## config.mk

```make
export PLATFORM = sky130hd
export DESIGN_NAME = sprite_animator
export DESIGN_NICKNAME = d
export VERILOG_FILES = /design/src/rtl/sprite_animator.sv
export SDC_FILE = /design/constraint.sdc
export NUM_CORES = 1
export LEC_CHECK = 0
export CORE_MARGIN = 2
export CORE_UTILIZATION = 30
export CTS_CLUSTER_DIAMETER = 60
export DETAILED_ROUTE_END_ITERATION = 10
export GPL_TIMING_DRIVEN = 0
export PLACE_DENSITY = 0.54
export SYNTH_ARGS = -nofsm -noshare
export SYNTH_HDL_FRONTEND = slang
export SYNTH_SLANG_ARGS = --single-unit
```

## constraint.sdc

```tcl
create_clock -name clk_pixel -period 9.3 [get_ports clk_pixel]
set_input_delay 1.86 -clock clk_pixel [delete_from_list [all_inputs] [get_ports clk_pixel]]
set_output_delay 1.86 -clock clk_pixel [all_outputs]
set_load 0.1 [all_outputs]
```

## src/rtl/sprite_animator.sv

```systemverilog
// Sprite motion/animation controller: queues one command, applies it on new_frame, walks toward target.
// Optional SPRITE_ANIM_PINGPONG_EN: sheet index bounces 0..N-1..0 instead of wrapping.
module sprite_animator #(
    parameter int NUM_FRAMES      = 5,
    parameter int FRAMES_PER_STEP = 6,
    parameter int SPEED           = 2,
    parameter int H_ACTIVE        = 1280,
    parameter int V_ACTIVE        = 720
) (
    input  logic                          clk_pixel,
    input  logic                          sys_rst_n,
    input  logic                          new_frame,
    input  logic                          cmd_valid,
    output logic                          cmd_ready,
    input  logic [1:0]                    cmd_op,
    input  logic [10:0]                   cmd_x,
    input  logic [9:0]                    cmd_y,
    output logic                          sprite_valid,
    output logic [10:0]                   sprite_x,
    output logic [9:0]                    sprite_y,
    output logic [$clog2(NUM_FRAMES)-1:0] sprite_frame_number,
    output logic                          arrived
);
    localparam int FW = $clog2(NUM_FRAMES);
    localparam int DW = (FRAMES_PER_STEP > 1) ? $clog2(FRAMES_PER_STEP) : 1;
    localparam logic [FW-1:0] FRAME_LAST = FW'(NUM_FRAMES - 1);
    localparam logic [DW-1:0] DIV_LAST   = DW'(FRAMES_PER_STEP - 1);
    localparam logic [10:0]   X_MAX      = 11'(H_ACTIVE - 1);
    localparam logic [9:0]    Y_MAX      = 10'(V_ACTIVE - 1);
    localparam logic [10:0]   SPD_X      = 11'(SPEED);
    localparam logic [9:0]    SPD_Y      = 10'(SPEED);
    localparam logic [1:0]    OP_SPAWN   = 2'd0;
    localparam logic [1:0]    OP_MOVE    = 2'd1;
    localparam logic [1:0]    OP_DESPAWN = 2'd2;

    typedef enum logic [1:0] {IDLE, WALK, HOLD} state_t;

    state_t        state, n_state;
    logic          pend_v, n_pend_v;
    logic [1:0]    pend_op, n_pend_op;
    logic [10:0]   pend_x, n_pend_x, pos_x, n_pos_x, tgt_x, n_tgt_x;
    logic [9:0]    pend_y, n_pend_y, pos_y, n_pos_y, tgt_y, n_tgt_y;
    logic [DW-1:0] div, n_div, a_div;
    logic [FW-1:0] frame, n_frame, a_frame;
    logic          arr, n_arr;
`ifdef SPRITE_ANIM_PINGPONG_EN
    logic          dir_down, n_dir_down, a_dir_down;
`endif

    logic [10:0] dx, mx, step_x;
    logic [9:0]  dy, my, step_y;

    // Per-axis saturating step toward target; magnitude never exceeds the remaining distance.
    always_comb begin
        dx     = (pos_x < tgt_x) ? (tgt_x - pos_x) : (pos_x - tgt_x);
        mx     = (dx < SPD_X) ? dx : SPD_X;
        step_x = (pos_x < tgt_x) ? (pos_x + mx) : (pos_x - mx);
        dy     = (pos_y < tgt_y) ? (tgt_y - pos_y) : (pos_y - tgt_y);
        my     = (dy < SPD_Y) ? dy : SPD_Y;
        step_y = (pos_y < tgt_y) ? (pos_y + my) : (pos_y - my);
    end

    always_comb begin
        a_div   = div + DW'(1);
        a_frame = frame;
`ifdef SPRITE_ANIM_PINGPONG_EN
        a_dir_down = dir_down;
        if (div == DIV_LAST) begin
            a_div = '0;
            if (!dir_down) begin
                if (frame == FRAME_LAST) begin
                    a_frame    = frame - FW'(1);
                    a_dir_down = 1'b1;
                end else begin
                    a_frame = frame + FW'(1);
                end
            end else begin
                if (frame == '0) begin
                    a_frame    = FW'(1);
                    a_dir_down = 1'b0;
                end else begin
                    a_frame = frame - FW'(1);
                end
            end
        end
`else
        if (div == DIV_LAST) begin
            a_div   = '0;
            a_frame = (frame == FRAME_LAST) ? '0 : frame + FW'(1);
        end
`endif
    end

    always_comb begin
        n_state   = state;
        n_pend_v  = pend_v;
        n_pend_op = pend_op;
        n_pend_x  = pend_x;
        n_pend_y  = pend_y;
        n_pos_x   = pos_x;
        n_pos_y   = pos_y;
        n_tgt_x   = tgt_x;
        n_tgt_y   = tgt_y;
        n_div     = div;
        n_frame   = frame;
        n_arr     = 1'b0;
`ifdef SPRITE_ANIM_PINGPONG_EN
        n_dir_down = dir_down;
`endif
        if (new_frame)
            n_pend_v = 1'b0;
        // Accepting only while empty means an accept never collides with a drain.
        if (cmd_valid && !pend_v) begin
            n_pend_v  = 1'b1;
            n_pend_op = cmd_op;
            n_pend_x  = (cmd_x > X_MAX) ? X_MAX : cmd_x;
            n_pend_y  = (cmd_y > Y_MAX) ? Y_MAX : cmd_y;
        end
        if (new_frame) begin
            if (pend_v && pend_op == OP_SPAWN) begin
                n_state = HOLD;
                n_pos_x = pend_x;
                n_pos_y = pend_y;
                n_tgt_x = pend_x;
                n_tgt_y = pend_y;
                n_div   = '0;
                n_frame = '0;
`ifdef SPRITE_ANIM_PINGPONG_EN
                n_dir_down = 1'b0;
`endif
            end else if (pend_v && pend_op == OP_DESPAWN) begin
                n_state = IDLE;
                n_div   = '0;
                n_frame = '0;
`ifdef SPRITE_ANIM_PINGPONG_EN
                n_dir_down = 1'b0;
`endif
            end else if (state != IDLE) begin
                n_div   = a_div;
                n_frame = a_frame;
`ifdef SPRITE_ANIM_PINGPONG_EN
                n_dir_down = a_dir_down;
`endif
                if (pend_v && pend_op == OP_MOVE) begin
                    n_tgt_x = pend_x;
                    n_tgt_y = pend_y;
                    if (pend_x == pos_x && pend_y == pos_y) begin
                        n_state = HOLD;
                        n_arr   = 1'b1;
                    end else begin
                        n_state = WALK;
                    end
                end else if (state == WALK) begin
                    n_pos_x = step_x;
                    n_pos_y = step_y;
                    if (step_x == tgt_x && step_y == tgt_y) begin
                        n_state = HOLD;
                        n_arr   = 1'b1;
                    end
                end
            end
        end
    end

    always_ff @(posedge clk_pixel or negedge sys_rst_n) begin
        if (!sys_rst_n) begin
            state   <= IDLE;
            pend_v  <= 1'b0;
            pend_op <= '0;
            pend_x  <= '0;
            pend_y  <= '0;
            pos_x   <= '0;
            pos_y   <= '0;
            tgt_x   <= '0;
            tgt_y   <= '0;
            div     <= '0;
            frame   <= '0;
            arr     <= 1'b0;
`ifdef SPRITE_ANIM_PINGPONG_EN
            dir_down <= 1'b0;
`endif
        end else begin
            state   <= n_state;
            pend_v  <= n_pend_v;
            pend_op <= n_pend_op;
            pend_x  <= n_pend_x;
            pend_y  <= n_pend_y;
            pos_x   <= n_pos_x;
            pos_y   <= n_pos_y;
            tgt_x   <= n_tgt_x;
            tgt_y   <= n_tgt_y;
            div     <= n_div;
            frame   <= n_frame;
            arr     <= n_arr;
`ifdef SPRITE_ANIM_PINGPONG_EN
            dir_down <= n_dir_down;
`endif
        end
    end

    assign cmd_ready           = !pend_v;
    assign sprite_valid        = (state != IDLE);
    assign sprite_x            = pos_x;
    assign sprite_y            = pos_y;
    assign sprite_frame_number = frame;
    assign arrived             = arr;
endmodule
```

# == Word-level counts from Yosys, hierarchy flattened ==
# Cells that the tools add are included.
# word_totals
reg_bits,75
input_bits,27
out_inout_bits,27
wordCells,113
# op_classes
add_sub_neg,10
n_lt_le_gt_ge,6
n_eq_ne,11
n_mux,52
n_reduce_logical,22
# ops
operator,count
$mux 11,13
$mux 10,13
$sub 11x11->11,3
$sub 10x10->10,3
$mux 3,9
$eq 11x11->1,2
$eq 10x10->1,2
$mux 2,7
$add 11x11->11,1
$gt 11x11->1 const B,1
$lt 11x11->1,1
$lt 11x2->1 const B,1
$add 10x10->10,1
$gt 10x10->1 const B,1
$lt 10x10->1,1
$lt 10x2->1 const B,1
$mux 1,10
$reduce_bool 2->1,5
$reduce_and 4->1,2
$reduce_bool 4->1,2
$add 3x1->3 const B,2
$eq 3x3->1 const B,2
$logic_and 1x1->1,6
$reduce_bool 3->1,2
8 further kinds,10

# == Depth between registers and ports, before layout ==
# Gate-level depths: netlist (run 1).
# depth
word_depth,15
mapped_depth,28
depth_no_buf,28

# == Least setup slack after synthesis (run 1) ==
# No wires, ideal clock.
# synth_path
kind,register to register
from,register pos_y[1] (netlist: sprite_y[1])
to,register state[0]
setup_ns,0.125
arrival_time_ns,7.030
required_time_ns,9.175
path_slack_ns,2.145
path_stages_with_launch,27
path_buffers,1
synth_period_minus_slack_ns,7.155
cell_sequence,dfrtp_1 inv_1 fa_1 and2b_2 o221ai_2 a211o_4 and2_1 buf_4 a32oi_1 xor2_1 or2_2 or3_1 inv_1 nand2b_1 ha_1 mux2i_1 fa_1 a211oi_1 o21bai_1 a2111oi_0 nor3_1 xor2_1 xnor2_1 nor4b_1 nand4_1 o31ai_1 mux2_2
# synth_between
elab_chain_cells,10
word_cells_on_any_way,20
classes_between,add/sub (4); order compare (2); eq/ne (2); mux (8); reduce/logical (4)
# synth_rtl
element,line,text
from (decl),42,"logic [9:0] pend_y, n_pend_y, pos_y, n_pos_y, tgt_y, n_tgt_y;"
from (signal assigned),189,pos_y <= n_pos_y;
$sub 10x10->10 / $lt 10x10->1 (equally long branches),"58, 60",
$mux 10,58,dy = (pos_y < tgt_y) ? (tgt_y - pos_y) : (pos_y - tgt_y);
$lt 10x2->1,59,my = (dy < SPD_Y) ? dy : SPD_Y;
$mux 10,59,
$sub 10x10->10 / $add 10x10->10 (equally long branches),60,step_y = (pos_y < tgt_y) ? (pos_y + my) : (pos_y - my);
$mux 10,60,
$eq 10x10->1,156,if (step_x == tgt_x && step_y == tgt_y) begin
$logic_and 1x1->1,156,
$reduce_bool 4->1 (no source line),-,
$reduce_and 4->1 (no source line),-,
to (signal assigned),183,state <= n_state;
to (decl),38,"state_t state, n_state;"
# Parallel ways exist; a longest one is shown, timed or not. The select of a mux whose other input is x is not followed.
# A chain may end at the register's enable or synchronous reset.

# == Final worst setup path (run 1) ==
# layout_path
from,register pos_x[1] (netlist: sprite_x[1])
to,register state[0]
# layout_between
elab_chain_cells,10
word_cells_on_any_way,20
classes_between,add/sub (4); order compare (2); eq/ne (2); mux (8); reduce/logical (4)
# layout_rtl
element,line,text
from (decl),41,"logic [10:0] pend_x, n_pend_x, pos_x, n_pos_x, tgt_x, n_tgt_x;"
from (signal assigned),188,pos_x <= n_pos_x;
$sub 11x11->11 / $lt 11x11->1 (equally long branches),"55, 57",
$mux 11,55,dx = (pos_x < tgt_x) ? (tgt_x - pos_x) : (pos_x - tgt_x);
$lt 11x2->1,56,mx = (dx < SPD_X) ? dx : SPD_X;
$mux 11,56,
$sub 11x11->11 / $add 11x11->11 (equally long branches),57,step_x = (pos_x < tgt_x) ? (pos_x + mx) : (pos_x - mx);
$mux 11,57,
$eq 11x11->1,156,
$logic_and 1x1->1,156,
$reduce_bool 4->1 (no source line),-,
$reduce_and 4->1 (no source line),-,
# Parallel ways exist; a longest one is shown, timed or not. The select of a mux whose other input is x is not followed.

==> qor.csv, run 1 <==
metric,value,unit
outcome,"finished, final reports clean",
# resized after CTS,0,
YS warnings,0,
num ports,54,
worst skew pair latency,0.34,ns
die height,152.6,um
Starting Density,30.44,%
area fraction of the dominant cell type after synthesis,28.34,%
Total GRT Usage,16.88,%
Clock Skew,0.006803,ns
total number of vias,5883,
hold buffer count at CTS,0,
top_reg_cell synth,dfrtp_1,
number of DRC markers in iteration 0,370,
Yosys top cell by area,dfrtp_1,
mapped cell area,6623,sq um
required time worst endpoint,9.52,ns
initial antenna violation count,0,
CTS tree,yes,
clk buf depth,2,
Overflow after GRT,0,
Period minus WS final,7.786,ns
diode count,0,
synth unique cells,73,
Residual DRC,0,
WP data arrival,8.01,ns
synth cell count leaders,"100 x nand2_1, 82 x o21ai_0, 75 x dfrtp_1",
HPWL Detailed,15680,um
core area,21760,sq um
H-tree depth,3,
sequential area share after synthesis,28.34,%
Worst slew margin,30.73,%
Max Fclk,128.4,MHz
Area Growth Syn to Fin,18.50,%
postcts setup bufs,0,
top sig layer,met4,
asr flop ratio synth,100.0,%
metal3 WL,734,um
"count leader, synth",nand2_1,
drt first pass iters,5,
nets,956,
setup TNS,0,ns
synth top area cells,"dfrtp_1 28%, ha_1 12%, o21ai_0 6.2%",
"EDFF count, synth",0,
Clock Tree Root,clkbuf_16,
num rows,54,
CP endpoint kind,flip-flop,
CTS buffer count,9,
Port Buffers,52,
Total Wirelength,19620,um
placer congestion estimate,0.8866,
actual slew at the worst max-slew pin,1.039,ns
#FFs+latches synth,75,
final setup fails,0,
final hold violations,0,
HP Start,div[0],
wl on met1,9662,um
largest net degree at the start of global routing,62,
Hold WC Path Type,flip-flop to flip-flop,
clk slew on worst S/H paths,0.06,ns
vias in the first global route,5787,
Critical Path Source,sprite_x[1],
unrepaired setup endpoints after global routing,no,
mean post-synth cell area,8.320,sq um
max_cap viols,0,
met2 wire len,8953,um
Startpoint Class,flip-flop,
count of pins over their slew limit,0,
Die ar.,23280,sq um
syn nets,892,
mean number of vias per cell,5.138,
DRT antenna net count,0,
final critical-path share of the clock period,83.73,%
Filler Cells Inserted,2301,
Sink Count,75,
critical path class,flip-flop to flip-flop,
global-route wire length before repair,31770,um
Chip Width,152.6,um
layout cells sized above 1,4.971,%
post-synthesis instance total,796,
Critical R2R Launch,sprite_x[1],
wire per inst,17.14,um
crit path max fanout,10,
## routing by layer
| layer | track usage [%] | vias up |
|---|---|---|
| met4 | 3.792 | 0 |
| li1 | - | 2938 |
| met2 | 27.40 | 134 |
| met1 | 23.95 | 2792 |
| met3 | 2.190 | 19 |
| met5 | 0 | - |
## metrics by stage
| step | area, sq um | util, % | std cells | setup WS (ns) | hold WS [ns] |
|---|---|---|---|---|---|
| 6_report | 7848 | 36.07 | 1145 | 1.514 | 0.4876 |
| 4_1_cts | 7848 | 36.07 | 1145 | 1.557 | 0.4881 |
| 5_1_grt | 7848 | 36.07 | 1145 | 0.8662 | 0.5312 |
| 3_5_place_dp | 7518 | 34.56 | 1129 | 1.596 | 0.4755 |
| 3_3_place_gp | 7493 | 34.44 | 1128 | 1.627 | 0.4769 |
| 2_1_floorplan | 6623 | - | 796 | 2.145 | 0.4515 |
## critical path, stage by stage (launching register included)
cell	delay, ns
dfrtp_1	0.55
inv_1	0.14
ha_1	0.32
nor2b_1	0.14
o31a_1	0.26
o21ai_0	0.32
o21ai_0	0.19
clkbuf_1	0.29
nor3_1	0.24
a21oi_1	0.07
xor2_1	0.18
nor4_1	0.48
nand4_1	0.41
or3_1	0.46
ha_1	0.27
o22ai_1	0.36
fa_1	0.51
xor2_1	0.22
a2111oi_0	0.39
o221ai_1	0.18
a2111oi_0	0.31
nand4b_1	0.18
nor4b_1	0.31
nand4_1	0.16
o31ai_1	0.35
mux2_2	0.38
## cells by family (layout without fill, tap and decap cells)
logic type,Yosys count,in the layout,share of synthesized area (%)
AND/OR/NAND/NOR,242,242,17.44
AO/OA/AOI/OAI,231,231,22.82
buffers and inverters,89,158,5.177
flip-flops,75,75,28.34
XOR/XNOR,72,72,9.730
adder cells (fa/ha/maj),69,69,13.72
multiplexers,18,18,2.777
## flip-flops by register name, indices dropped and copies added, names as in the netlist
| signal | cells |
|---|---|
| arrived | 1 |
| div | 3 |
| pend_op | 2 |
| pend_v | 1 |
| pend_x | 11 |
| pend_y | 10 |
| sprite_frame_number | 3 |
| sprite_x | 11 |
| sprite_y | 10 |
| state | 2 |
| tgt_x | 11 |
| tgt_y | 10 |
## final timing paths
kind,slack (ns),to,cells after the start
setup / recovery,1.51,state[0],25
hold / removal,0.49,div[0],1
setup reg to reg,1.51,state[0],25
hold reg to reg,0.49,div[0],1
max in group asynchronous,7.35,sprite_y[1],2
min in group asynchronous,1.37,sprite_frame_number[0],1
## cell type report
type	instances	area [sq um]	area share, %
multi-input combinational	632	4403	56.11
sequential	75	1877	23.92
timing repair buffer	53	545.5	6.952
tap	280	350.3	4.464
clock buffer	12	256.5	3.268
inverter	61	229.0	2.918
buffer	28	113.9	1.451
clock inverter	4	72.57	0.9247
## placed cells by master, fill, tap and decap left out, types with 4 or more instances in the layout
cell             netlist  layout
or3_1                  6       6
nand2b_1              14      14
o31ai_1                8       8
nor3_1                19      19
a211oi_1              18      18
a2111oi_0              4       4
ha_1                  63      63
nand3b_1               4       4
o22a_1                 8       8
nand2_1              100     100
nand3_1               11      11
nand4_1                7       7
clkbuf_1              24      25
xnor2_1               35      35
a21o_1                12      12
nor2b_1               11      11
clkbuf_16              0       9
clkdlybuf4s50_1        0      51
nor4_1                 7       7
nor2_1                42      42
o21a_1                 9       9
dfrtp_1               75      75
inv_1                 61      61
xor2_1                36      36
mux2i_1               15      15
or2_2                  8       8
a21oi_1               41      41
o21ai_0               82      82
fa_1                   6       6
o22ai_1                5       5
a21boi_0               4       4
Power of run 1 is not shown: default switching activity piles up to over one toggle a cycle in this logic, so the estimate is an artifact.
==> run 2: changes to the inputs <==
Clock period 9.3 ns to 7.5 ns, I/O delays scaled along.
==> run 2 against run 1 <==
Effect of this change:
- first-iteration DRC count rose by 5.1%
- clock-buffer cell count did not move
- critical path depth rose by 2
- design area rose by 0.70%
- setup slack got worse by 1.0 ns
- critical endpoint unchanged
- highest routed layer unchanged
==> qor.csv, run 2 (same netlist as run 1, synthesis figures left out) <==
metric,value,unit
initial antenna violation count,0,
layout cells sized above 1,6.351,%
crit path max fanout,9,
HPWL Detailed,15680,um
placed cell areas,7518,sq um
num ports,54,
DRT antenna net count,0,
Max Fclk,142.7,MHz
delay of the slowest critical-path stage,0.46,ns
buffers and inverters on the worst path,3,
core area,21760,sq um
hold buffer count at CTS,0,
die height,152.6,um
max_cap viols,0,
CP max stage cell,fa_1,
drt first pass iters,5,
required time worst endpoint,7.73,ns
Total GRT Usage,16.88,%
Worst slew margin,31.94,%
placer congestion estimate,0.8866,
Starting Density,30.44,%
actual slew at the worst max-slew pin,1.018,ns
final hold violations,0,
HP Start,div[0],
wire per inst,17.21,um
CP endpoint kind,flip-flop,
number of DRC markers in iteration 0,389,
diode count,0,
Layout Cells excl Fill,1146,
Total Wirelength,19730,um
setup TNS,0,ns
"delay-heaviest family, CP",compound AO/OA/AOI/OAI gates,
total number of vias,5928,
num rows,54,
unrepaired setup endpoints after global routing,no,
Final Instance Area,7903,sq um
Residual DRC,0,
worst skew pair latency,0.34,ns
Critical Path Source,sprite_y[0],
Area Growth Syn to Fin,19.33,%
Cells after DPL,1129,
mean number of vias per cell,5.173,
most frequent cells in the layout,"100 x nand2_1, 81 x o21ai_0, 74 x dfrtp_1, 63 x ha_1, 61 x inv_1",
Critical R2R Launch,sprite_y[0],
Overflow after GRT,0,
outcome,"finished, final reports clean",
Clock Skew,0.008227,ns
Period minus WS final,7.009,ns
Startpoint Class,flip-flop,
critical path class,flip-flop to flip-flop,
CTS buffer count,9,
count of pins over their slew limit,0,
clk slew on worst S/H paths,0.06,ns
Die ar.,23280,sq um
WP data arrival,7.23,ns
final setup fails,0,
CTS tree,yes,
Port Buffers,52,
clk buf depth,2,
"commonest non-fill, non-tap cell in the layout",nand2_1,
global-route wire length before repair,31770,um
vias in the first global route,5791,
Hold WC Path Type,flip-flop to flip-flop,
final critical-path share of the clock period,93.45,%
H-tree depth,3,
Sink Count,75,
Layout Utilization,36.32,%
Clock Tree Root,clkbuf_16,
nets,957,
Chip Width,152.6,um
largest net degree at the start of global routing,62,
==> run 2: path summary, 6_finish.rpt <==
| kind | depth (start not counted) | slack [ns] | to |
|---|---|---|---|
| min | 1 | 0.49 | div[0] |
| max in group asynchronous | 2 | 5.89 | sprite_x[1] |
| min in group asynchronous | 1 | 1.01 | sprite_frame_number[0] |
| max reg2reg | 27 | 0.49 | state[0] |
| min reg2reg | 1 | 0.49 | div[0] |
| max | 27 | 0.49 | state[0] |
==> run 2: per-stage QoR <==
step | worst slack (ns) | hold WS, ns
2_1_floorplan | 0.3451 | 0.4515
3_3_place_gp | -0.1731 | 0.4769
3_5_place_dp | -0.2036 | 0.4755
4_1_cts | 0.006114 | 0.4881
5_1_grt | 0.03808 | 0.5312
6_report | 0.4910 | 0.4877
==> run 2: area by class of cell <==
class / count / area [sq um]
inverter: 61 / 229.0
clock buffer: 12 / 256.5
fill: 2303 / 13850
sequential: 75 / 1878
timing repair buffer: 54 / 553.0
multi-input combinational: 632 / 4447
buffer: 28 / 116.4
clock inverter: 4 / 72.57
tap: 280 / 350.3
==> run 2: per-layer routing <==
layer	routed length, um	vias to the layer above	track usage [%]
met5	0	-	0
met4	275	0	3.792
met3	746	19	2.190
met2	9060	129	27.42
met1	9643	2827	23.95
li1	-	2953	-
==> run 2: timing repair <==
item / in CTS / in global routing
setup endpoints to repair: 3 / 3
pin swaps: 1 / 1
buffers inserted: 1 / 0
resized for setup: 0 / 15
==> run 2: worst register-to-register path, cell delays in order, from the launching register on <==
cell and delay, ns:
dfrtp_1 0.44, inv_1 0.13, ha_1 0.26, fa_1 0.39
and2b_2 0.27, o221ai_2 0.12, a211o_4 0.40, and2_1 0.17
buf_4 0.17, a32oi_1 0.21, xor2_1 0.18, or2_2 0.32
or3_1 0.33, inv_1 0.09, nand2b_1 0.08, ha_1 0.28
mux2i_1 0.12, fa_1 0.46, a211oi_2 0.33, o21bai_2 0.16
a2111oi_2 0.41, nor3_1 0.13, xor2_1 0.22, xnor2_1 0.14
nor4b_2 0.30, nand4_1 0.16, o31ai_2 0.28, mux2_2 0.37
Power of run 2 is left out for the same reason.
